--- src/rtl/streaming_sha256.sv ---
// streaming_sha256
//
// Byte-stream SHA-256 engine. Message bytes arrive as left-justified 32-bit
// words through a 16-word assembly buffer; full blocks are handed to a
// compression core that keeps its own 16-word rolling message schedule, so
// the buffer is free again in the same cycle the core takes a block.
//
// Ports
//   clk          single clock, rising edge
//   rst          synchronous active-high reset, overrides everything
//   start        begin a new message, aborting any message in progress
//   update       append bytes_valid bytes of data_in (MSB end first)
//   data_in      message bytes, first byte in [31:24]
//   bytes_valid  1..4 valid bytes; fewer than 4 only on the last update
//   finalize     pad, append the bit length and complete the digest
//   hash_valid   one-cycle pulse when a new digest is on hash
//   hash         digest, H0 in [255:224] .. H7 in [31:0]; held until the
//                next digest or rst
//
// Build option
//   STREAMING_SHA256_PROTOCOL_CHECK_EN  adds simulation-only caller protocol
//   checks (bad bytes_valid, update after a partial word, buffer overrun,
//   finalize with no message active). Without it no checking logic exists.
//
// Front-end states
//   F_IDLE   | no message active; update/finalize ignored
//   F_ACTIVE | accepting updates; a latched finalize builds the pad block
//   F_LENBLK | pad block queued, length-only block still to be built
//   F_DRAIN  | final block queued or in the core, waiting for the digest
//
// Core states
//   C_IDLE   | waiting; taking a full buffer here is the load cycle
//   C_RND    | one compression round per cycle, 64 rounds
//   C_ADD    | add working variables back into H0..H7

module streaming_sha256 (
    input  logic         clk,
    input  logic         rst,
    input  logic         start,
    input  logic         update,
    input  logic [31:0]  data_in,
    input  logic [2:0]   bytes_valid,
    input  logic         finalize,
    output logic         hash_valid,
    output logic [255:0] hash
);

    localparam logic [31:0] K_TAB [64] = '{
        32'h428a2f98, 32'h71374491, 32'hb5c0fbcf, 32'he9b5dba5, 32'h3956c25b, 32'h59f111f1, 32'h923f82a4, 32'hab1c5ed5,
        32'hd807aa98, 32'h12835b01, 32'h243185be, 32'h550c7dc3, 32'h72be5d74, 32'h80deb1fe, 32'h9bdc06a7, 32'hc19bf174,
        32'he49b69c1, 32'hefbe4786, 32'h0fc19dc6, 32'h240ca1cc, 32'h2de92c6f, 32'h4a7484aa, 32'h5cb0a9dc, 32'h76f988da,
        32'h983e5152, 32'ha831c66d, 32'hb00327c8, 32'hbf597fc7, 32'hc6e00bf3, 32'hd5a79147, 32'h06ca6351, 32'h14292967,
        32'h27b70a85, 32'h2e1b2138, 32'h4d2c6dfc, 32'h53380d13, 32'h650a7354, 32'h766a0abb, 32'h81c2c92e, 32'h92722c85,
        32'ha2bfe8a1, 32'ha81a664b, 32'hc24b8b70, 32'hc76c51a3, 32'hd192e819, 32'hd6990624, 32'hf40e3585, 32'h106aa070,
        32'h19a4c116, 32'h1e376c08, 32'h2748774c, 32'h34b0bcb5, 32'h391c0cb3, 32'h4ed8aa4a, 32'h5b9cca4f, 32'h682e6ff3,
        32'h748f82ee, 32'h78a5636f, 32'h84c87814, 32'h8cc70208, 32'h90befffa, 32'ha4506ceb, 32'hbef9a3f7, 32'hc67178f2
    };

    localparam logic [31:0] IV_TAB [8] = '{
        32'h6a09e667, 32'hbb67ae85, 32'h3c6ef372, 32'ha54ff53a,
        32'h510e527f, 32'h9b05688c, 32'h1f83d9ab, 32'h5be0cd19
    };

    function automatic logic [31:0] rotr(input logic [31:0] x, input int n);
        return (x >> n) | (x << (32 - n));
    endfunction

    function automatic logic [31:0] big_s0(input logic [31:0] x);
        return rotr(x, 2) ^ rotr(x, 13) ^ rotr(x, 22);
    endfunction

    function automatic logic [31:0] big_s1(input logic [31:0] x);
        return rotr(x, 6) ^ rotr(x, 11) ^ rotr(x, 25);
    endfunction

    function automatic logic [31:0] sml_s0(input logic [31:0] x);
        return rotr(x, 7) ^ rotr(x, 18) ^ (x >> 3);
    endfunction

    function automatic logic [31:0] sml_s1(input logic [31:0] x);
        return rotr(x, 17) ^ rotr(x, 19) ^ (x >> 10);
    endfunction

    typedef enum logic [1:0] {F_IDLE, F_ACTIVE, F_LENBLK, F_DRAIN} front_st_e;
    typedef enum logic [1:0] {C_IDLE, C_RND, C_ADD} core_st_e;

    front_st_e     front_q, front_d;
    core_st_e      core_q, core_d;

    logic [31:0]   buf_q [16];
    logic [3:0]    wcnt_q;
    logic          buf_full_q;
    logic          buf_last_q;
    logic [63:0]   len_q;
    logic          fin_pend_q;

    logic [31:0]   w_q [16];
    logic [31:0]   wv_q [8];
    logic [31:0]   h_q [8];
    logic [5:0]    rnd_q;
    logic          core_last_q;

    logic          hash_valid_q;
    logic [255:0]  hash_q;

    logic          take;
    logic          buf_free;
    logic          acc_upd;
    logic          acc_fin;
    logic          do_pad;
    logic          do_len;
    logic          pad_fits;
    logic          done_last;
    logic [5:0]    boff;
    logic [31:0]   keep_mask;
    logic [31:0]   pad_byte;
    logic [31:0]   pad_blk [16];
    logic [31:0]   t1, t2, w_new;
    logic [31:0]   h_sum [8];

    // ---------------------------------------------------------------
    // Handshake between front end and core
    // ---------------------------------------------------------------
    assign take      = (core_q == C_IDLE) && buf_full_q && !start;
    assign buf_free  = !buf_full_q || take;
    assign acc_upd   = update && (front_q == F_ACTIVE) && !fin_pend_q && !start;
    assign acc_fin   = finalize && (front_q == F_ACTIVE) && !fin_pend_q && !start;
    assign do_pad    = fin_pend_q && (front_q == F_ACTIVE) && buf_free && !start;
    assign do_len    = (front_q == F_LENBLK) && buf_free && !start;
    assign done_last = (core_q == C_ADD) && core_last_q && !start;

    // Byte offset of the next message byte inside the current block; the
    // 0x80 marker lands there. Offsets 56..63 leave no room for the length.
    assign boff      = len_q[8:3];
    assign pad_fits  = (boff[5:3] != 3'b111);
    assign keep_mask = ~(32'hFFFF_FFFF >> {boff[1:0], 3'b000});
    assign pad_byte  = 32'h8000_0000 >> {boff[1:0], 3'b000};

    // Words below the marker word are message data; the marker word keeps
    // only its valid leading bytes, so stale bits from a partial update or
    // an unwritten slot never reach the core.
    always_comb begin
        for (int i = 0; i < 16; i++) begin
            pad_blk[i] = 32'h0;
            if (4'(i) < boff[5:2]) begin
                pad_blk[i] = buf_q[i];
            end else if (4'(i) == boff[5:2]) begin
                pad_blk[i] = (buf_q[i] & keep_mask) | pad_byte;
            end
        end
        if (pad_fits) begin
            pad_blk[14] = len_q[63:32];
            pad_blk[15] = len_q[31:0];
        end
    end

    // ---------------------------------------------------------------
    // Front-end FSM
    // ---------------------------------------------------------------
    always_comb begin
        front_d = front_q;
        case (front_q)
            F_IDLE:   front_d = F_IDLE;
            F_ACTIVE: if (do_pad) front_d = pad_fits ? F_DRAIN : F_LENBLK;
            F_LENBLK: if (do_len) front_d = F_DRAIN;
            F_DRAIN:  if (done_last) front_d = F_IDLE;
            default:  front_d = F_IDLE;
        endcase
        if (start) begin
            front_d = F_ACTIVE;
        end
    end

    always_ff @(posedge clk) begin
        if (rst) begin
            front_q <= F_IDLE;
        end else begin
            front_q <= front_d;
        end
    end

    always_ff @(posedge clk) begin
        if (rst) begin
            for (int i = 0; i < 16; i++) begin
                buf_q[i] <= 32'h0;
            end
            wcnt_q     <= 4'd0;
            buf_full_q <= 1'b0;
            buf_last_q <= 1'b0;
            len_q      <= 64'd0;
            fin_pend_q <= 1'b0;
        end else if (start) begin
            wcnt_q     <= 4'd0;
            buf_full_q <= 1'b0;
            buf_last_q <= 1'b0;
            len_q      <= 64'd0;
            fin_pend_q <= 1'b0;
        end else begin
            if (take) begin
                buf_full_q <= 1'b0;
            end
            if (acc_upd) begin
                buf_q[wcnt_q] <= data_in;
                wcnt_q        <= wcnt_q + 4'd1;
                len_q         <= len_q + {58'd0, bytes_valid, 3'b000};
                // A partial word in slot 15 is the message tail, not a
                // complete block; it is consumed by the pad block instead.
                if (wcnt_q == 4'd15 && bytes_valid == 3'd4) begin
                    buf_full_q <= 1'b1;
                end
            end
            if (acc_fin) begin
                fin_pend_q <= 1'b1;
            end
            if (do_pad) begin
                for (int i = 0; i < 16; i++) begin
                    buf_q[i] <= pad_blk[i];
                end
                buf_full_q <= 1'b1;
                buf_last_q <= pad_fits;
                fin_pend_q <= 1'b0;
            end
            if (do_len) begin
                for (int i = 0; i < 14; i++) begin
                    buf_q[i] <= 32'h0;
                end
                buf_q[14]  <= len_q[63:32];
                buf_q[15]  <= len_q[31:0];
                buf_full_q <= 1'b1;
                buf_last_q <= 1'b1;
            end
        end
    end

    // ---------------------------------------------------------------
    // Compression core
    // ---------------------------------------------------------------
    always_comb begin
        core_d = core_q;
        case (core_q)
            C_IDLE:  if (take) core_d = C_RND;
            C_RND:   if (rnd_q == 6'd63) core_d = C_ADD;
            C_ADD:   core_d = C_IDLE;
            default: core_d = C_IDLE;
        endcase
        if (start) begin
            core_d = C_IDLE;
        end
    end

    always_comb begin
        t1 = wv_q[7] + big_s1(wv_q[4])
           + ((wv_q[4] & wv_q[5]) ^ (~wv_q[4] & wv_q[6]))
           + K_TAB[rnd_q] + w_q[0];
        t2 = big_s0(wv_q[0])
           + ((wv_q[0] & wv_q[1]) ^ (wv_q[0] & wv_q[2]) ^ (wv_q[1] & wv_q[2]));
        // w_q[0] is W[t]; the window slides so w_q[k] is W[t+k].
        w_new = sml_s1(w_q[14]) + w_q[9] + sml_s0(w_q[1]) + w_q[0];
        for (int i = 0; i < 8; i++) begin
            h_sum[i] = h_q[i] + wv_q[i];
        end
    end

    always_ff @(posedge clk) begin
        if (rst) begin
            core_q <= C_IDLE;
        end else begin
            core_q <= core_d;
        end
    end

    always_ff @(posedge clk) begin
        if (rst) begin
            for (int i = 0; i < 16; i++) begin
                w_q[i] <= 32'h0;
            end
            for (int i = 0; i < 8; i++) begin
                wv_q[i] <= 32'h0;
                h_q[i]  <= 32'h0;
            end
            rnd_q       <= 6'd0;
            core_last_q <= 1'b0;
        end else if (start) begin
            for (int i = 0; i < 8; i++) begin
                h_q[i] <= IV_TAB[i];
            end
            rnd_q       <= 6'd0;
            core_last_q <= 1'b0;
        end else if (take) begin
            for (int i = 0; i < 16; i++) begin
                w_q[i] <= buf_q[i];
            end
            for (int i = 0; i < 8; i++) begin
                wv_q[i] <= h_q[i];
            end
            rnd_q       <= 6'd0;
            core_last_q <= buf_last_q;
        end else if (core_q == C_RND) begin
            for (int i = 0; i < 15; i++) begin
                w_q[i] <= w_q[i + 1];
            end
            w_q[15] <= w_new;
            wv_q[7] <= wv_q[6];
            wv_q[6] <= wv_q[5];
            wv_q[5] <= wv_q[4];
            wv_q[4] <= wv_q[3] + t1;
            wv_q[3] <= wv_q[2];
            wv_q[2] <= wv_q[1];
            wv_q[1] <= wv_q[0];
            wv_q[0] <= t1 + t2;
            rnd_q   <= rnd_q + 6'd1;
        end else if (core_q == C_ADD) begin
            for (int i = 0; i < 8; i++) begin
                h_q[i] <= h_sum[i];
            end
        end
    end

    // ---------------------------------------------------------------
    // Digest output
    // ---------------------------------------------------------------
    always_ff @(posedge clk) begin
        if (rst) begin
            hash_valid_q <= 1'b0;
            hash_q       <= 256'h0;
        end else begin
            hash_valid_q <= done_last;
            if (done_last) begin
                hash_q <= {h_sum[0], h_sum[1], h_sum[2], h_sum[3],
                           h_sum[4], h_sum[5], h_sum[6], h_sum[7]};
            end
        end
    end

    assign hash_valid = hash_valid_q;
    assign hash       = hash_q;

`ifdef STREAMING_SHA256_PROTOCOL_CHECK_EN
    logic partial_q;

    always_ff @(posedge clk) begin
        if (rst || start) begin
            partial_q <= 1'b0;
        end else if (acc_upd && bytes_valid != 3'd4) begin
            partial_q <= 1'b1;
        end
    end

    always @(posedge clk) begin
        if (!rst && !start) begin
            if (update && (bytes_valid == 3'd0 || bytes_valid > 3'd4))
                $error("streaming_sha256: update with bytes_valid=%0d", bytes_valid);
            if (acc_upd && partial_q)
                $error("streaming_sha256: update after a partial word");
            if (acc_upd && buf_full_q && !take)
                $error("streaming_sha256: input buffer overrun");
            if (finalize && front_q == F_IDLE)
                $error("streaming_sha256: finalize with no message active");
        end
    end
`endif

endmodule

--- config.mk ---
export PLATFORM = sky130hd
export DESIGN_NAME = streaming_sha256
export DESIGN_NICKNAME = d
export VERILOG_FILES = /design/src/rtl/streaming_sha256.sv
export SDC_FILE = /design/constraint.sdc
export NUM_CORES = 2
export LEC_CHECK = 0
export ABC_CLOCK_PERIOD_IN_PS = 92100
export BUFFER_PORTS_ARGS = -buffer_cell sky130_fd_sc_hd__clkbuf_2
export CAP_MARGIN = 20
export CORE_MARGIN = 8
export CORE_UTILIZATION = 30
export CTS_BUF_LIST = sky130_fd_sc_hd__clkbuf_2
export CTS_CLUSTER_DIAMETER = 100
export CTS_CLUSTER_SIZE = 20
export DETAILED_ROUTE_END_ITERATION = 8
export GPL_TIMING_DRIVEN = 0
export RECOVER_POWER = 50
export SLEW_MARGIN = 25
export SYNTH_ARGS = -nofsm -noshare
export SYNTH_HDL_FRONTEND = slang
export SYNTH_SLANG_ARGS = --single-unit
--- constraint.sdc ---
create_clock -name clk -period 92.1 [get_ports clk]
set_input_delay 4.605 -clock clk [delete_from_list [all_inputs] [get_ports clk]]
set_output_delay 4.605 -clock clk [all_outputs]
set_load 0.02 [all_outputs]
# Yosys cells after proc, flatten, opt, wreduce, memory -nomap -nowiden
# Memories as Yosys holds them, arrays and structs flattened.
# Index checks and enable logic that the tools add are counted.
# classes
n_addsub	21
multipliers	0
div_mod_pow	0
magnitude_cmp	17
eq_ne	32
n_shift	2
muxes	182
bitwise_logic	157
n_reduce_logical	31
# op_table
op	n
32-bit 2-to-1 mux	131
32-bit bitwise AND	21
32-bit adder	18
32-bit OR	16
32-bit XOR	9
1-bit OR	96
64-bit by 6-bit adder with 64-bit output	1
64-bit 2-to-1 mux	1
32-bit NOT	2
32-bit by 5-bit >> shifter with 32-bit output (first input constant)	2
1-bit 2-to-1 mux	42
4-bit == test (first input constant)	8
4-bit less-than comparator (first input constant)	8
10-bit by 32-bit OR with 32-bit output	1
13-bit by 32-bit OR with 32-bit output	1
14-bit by 32-bit OR with 32-bit output	1
15-bit by 32-bit OR with 32-bit output	1
19-bit by 32-bit OR with 32-bit output	1
21-bit by 32-bit OR with 32-bit output	1
25-bit by 32-bit OR with 32-bit output	1
26-bit by 32-bit OR with 32-bit output	1
30-bit by 32-bit OR with 32-bit output	1
7-bit by 32-bit OR with 32-bit output	1
32-bit OR reduction	1
33 further kinds	76
# word_totals
reg_bits	339
latchBits	0
ram_bits	1536
mem_bits_ro	2048
inputBits	40
out_inout_bits	257
elab_cells	459
mem_count	5
# mem_list
memory	depth	word_bits	read_ports	rd_ports_with_merged_regs	write_ports	line_no	rtl
(no name shown)	64	32	1	0	0	254	+ K_TAB[rnd_q] + w_q[0];
buf_q	16	32	16	0	16	90	logic [31:0] buf_q [16];
w_q	16	32	16	0	16	97	logic [31:0] w_q [16];
h_q	8	32	8	0	8	99	logic [31:0] h_q [8];
wv_q	8	32	8	0	8	98	logic [31:0] wv_q [8];

# Longest topological paths before layout
# logic_depth
depth_word	13
mapped_depth	42
mapped_depth_nobuf	39

# Worst setup path after synthesis
# No wires, ideal clock.
# synth_timing
path_kind	in2reg
from	input start
to	memory w_q[3][4] (netlist: w_q[0][100]), enable pin
setup_time_ps	1579
t_arrival_ps	30568
t_required_ps	90521
slack_ps	59953
cell_stages	3
n_path_buf	2
path_cell_list	clkbuf_1 -> clkbuf_1 -> o31ai_1
# synth_lines
element	line_no	rtl
start: declaration	39	input logic start,
end: declaration	97	

==> flow_summary.ini <==
[cts]
clk_pin_slew_worst_paths_ns = 0.43
cts_resized = 0
clkSinkCount = 1872
htree_levels = 3
cts-buffers-inserted = 108
cts_setup_buffers = 0
clock_latency_ns = 1.98
cts_hold_buf = 0
cts_root_buf = clkbuf_2
cts.path.max_buffers = 3
cts_tree = built

[final_layout]
final_nets = 11400
nFillCells = 35300
fin_area_um2 = 113000
area_growth_pct = 9.31
layout_common_cells = nand2_1 (1,616), edfxtp_1 (1,440), a21oi_1 (1,029), nor2_1 (807), clkbuf_1 (638)
drive_gt1_share_pct = 6.15
multiInputGateArea_um2 = 47700
stdcell_count = 15400
mostFrequentLayoutCell = nand2_1
regArea_um2 = 51900

[global_route]
track_usage_pct = 23.2
gr-total-overflow = 0
grt_max_degree = 61
grt_pass1_vias = 79800
antenna_found_initial = 44
grt_pass1_wl_um = 611000

[die]
dieArea_um2 = 364000
die_w_um = 603
core-area_um2 = 343000
start_util_pct = 30.1
top_level_ports = 297
row_count = 215
die-height_um = 603

[timing]
slew_violations = 328
finalSetupTns_ns = 0
maxSlewHeadroom_pct = -165
skew_ns = 0.158
min_period_ns = 12.30
rsz0062_at_grt = no
fmax_ghz = 0.0813
finalHoldViolCount = 0
worstMarginPinSlew_ns = 3.98
finalSetupViolCount = 0
finalCritPeriodShare_pct = 13.4

[synth]
netlist_area_um2 = 103000
synth_cell_types = 91
seq_area_frac_synth_pct = 50.2
async_reset_ff_share_pct = 0
synthCells = 10200
synth_edf_count = 1440
synthFlopType = edfxtp_1
syn_nets = 10900
yosysTopAreaCellShare_pct = 41.8
ys_top_cells_by_area = edfxtp_1 (42%), dfxtp_1 (8.4%), nand2_1 (5.9%)
avgSynthCellArea_um2 = 10.1
synth-seq-cells = 1872
yosysWarnings = 0
yosys.area.top_type = edfxtp_1

[worst_setup_path]
crit_top_cell = inv_1
path_class = reg -> reg
slowest_stage = o21ai_0
critical_path.endpoint_type = flop
required_ns = 93.87
startpoint_type = flop
path_max_fanout = 15
critical_path_arrival_ns = 14.07
critPathMaxStageDelay_ns = 0.78

[power_and_ir_drop]
cellLeakagePower_uw = 0.0424
max-vdd-ir-drop_v = 0.0000201
powerDensity_nw_per_um2 = 17.4

[place]
gp_congestion = 0.989
placed_cells = 15200
placed_area_um2 = 113000
io_buffers = 271
hpwlAfterDp_um = 349000

[run_status]
failed_checks = max-capacitance violations, max-slew violations
status = complete, but fails checks

[detailed_routing]
detail-route-antenna-nets = 0
wl_per_cell_um = 28.8
initialDrtViolationCount = 12200
post_drt_via_cell_ratio = 5.61
drcViolationCount = 0
firstDrtPassIters = 9
wl_um = 443000
vias = 86400

[run]
maxCapViolations = 16

[worst_hold_path]
hp-class = reg -> reg
-- final cells by class --
type,count,area share [%]
inverter,367,1.22
buffer,672,2.30
clock inverter,23,0.211
tap,4557,5.05
clock buffer,169,0.748
timing repair buffer,389,2.31
sequential,1872,45.9
multi-input combinational,7313,42.2
antenna,33,0.0731
-- registers in the layout, summed over array words and instances (netlist names) --
| register | count |
|---|---|
| fin_pend_q | 1 |
| hash_valid | 1 |
| core_last_q | 1 |
| w_q | 512 |
| wv_q | 256 |
| core_q | 2 |
| wcnt_q | 4 |
| len_q | 61 |
| h_q | 256 |
| buf_full_q | 1 |
| front_q | 2 |
| hash | 256 |
| rnd_q | 6 |
| buf_q | 512 |
| buf_last_q | 1 |
-- worst max-delay path, delay by kind of cell (launching register included) --
family          cells  cell delay [ns]
xor+xnor            2             0.86
compound gates     14             3.59
simple gates        5             1.23
fa+ha+maj           7             3.12
buf+inv             9             2.56
flops               1             0.73
-- synth_stat cells (58+ instances only) --
cell type and instances:
ha_1 400, fa_1 196, o21bai_1 62, nor2_1 808, nand2_1 1620, edfxtp_1 1440
a22o_1 540, xor2_1 241, nor3_1 94, a21oi_1 1029, a211oi_1 89, o21ai_0 405
buf_1 67, and2_1 196, dfxtp_1 432, o21a_1 58, a311oi_1 84, a21o_1 181
clkbuf_1 605, nand2b_1 77, xnor2_1 407, nand3_1 130, inv_1 365
-- path summary, 6_finish.rpt --
path	from	cells after the start	slack [ns]	to
max reg2reg	rnd_q[1]	37	79.80	wv_q[0][31]
min	wv_q[1][95]	2	0.42	wv_q[1][127]
min reg2reg	wv_q[1][95]	2	0.42	wv_q[1][127]
max	rnd_q[1]	37	79.80	wv_q[0][31]
-- where the power goes --
part | switching (uW) | internal (uW) | leakage (uW) | total [uW]
combinational | 409 | 232 | 0.0232 | 640
clock | 286 | 55.9 | 0.000820 | 342
sequential | 32.5 | 946 | 0.0184 | 979
-- per-layer routing --
metal,up-vias,global-route usage [%],wire [um]
li1,37600,-,-
met1,42600,31.1,174000
met2,5280,35.3,191000
met3,974,5.09,51900
met4,16,11.4,26100
met5,-,0,111
-- logic make-up after synthesis --
group           share of synthesized area [%]
xor+xnor                                 5.51
buf+inv                                  3.77
simple gates                             13.2
mux                                     0.622
compound gates                           18.0
fa+ha+maj                                8.67
flops                                    50.2
-- metrics by stage --
stage	worst slack (ns)	hold slack (ns)	utilization [%]	power [uW]
after CTS	80.26	0.462	33.2	1950
after global routing	79.68	0.459	32.9	2040
after floorplan	59.95	0.444	-	1420
final	79.80	0.424	32.9	1960
after global placement	45.17	0.443	32.2	1630
after detailed placement	80.32	0.449	32.9	1620
(Power assumes the default switching activity.)
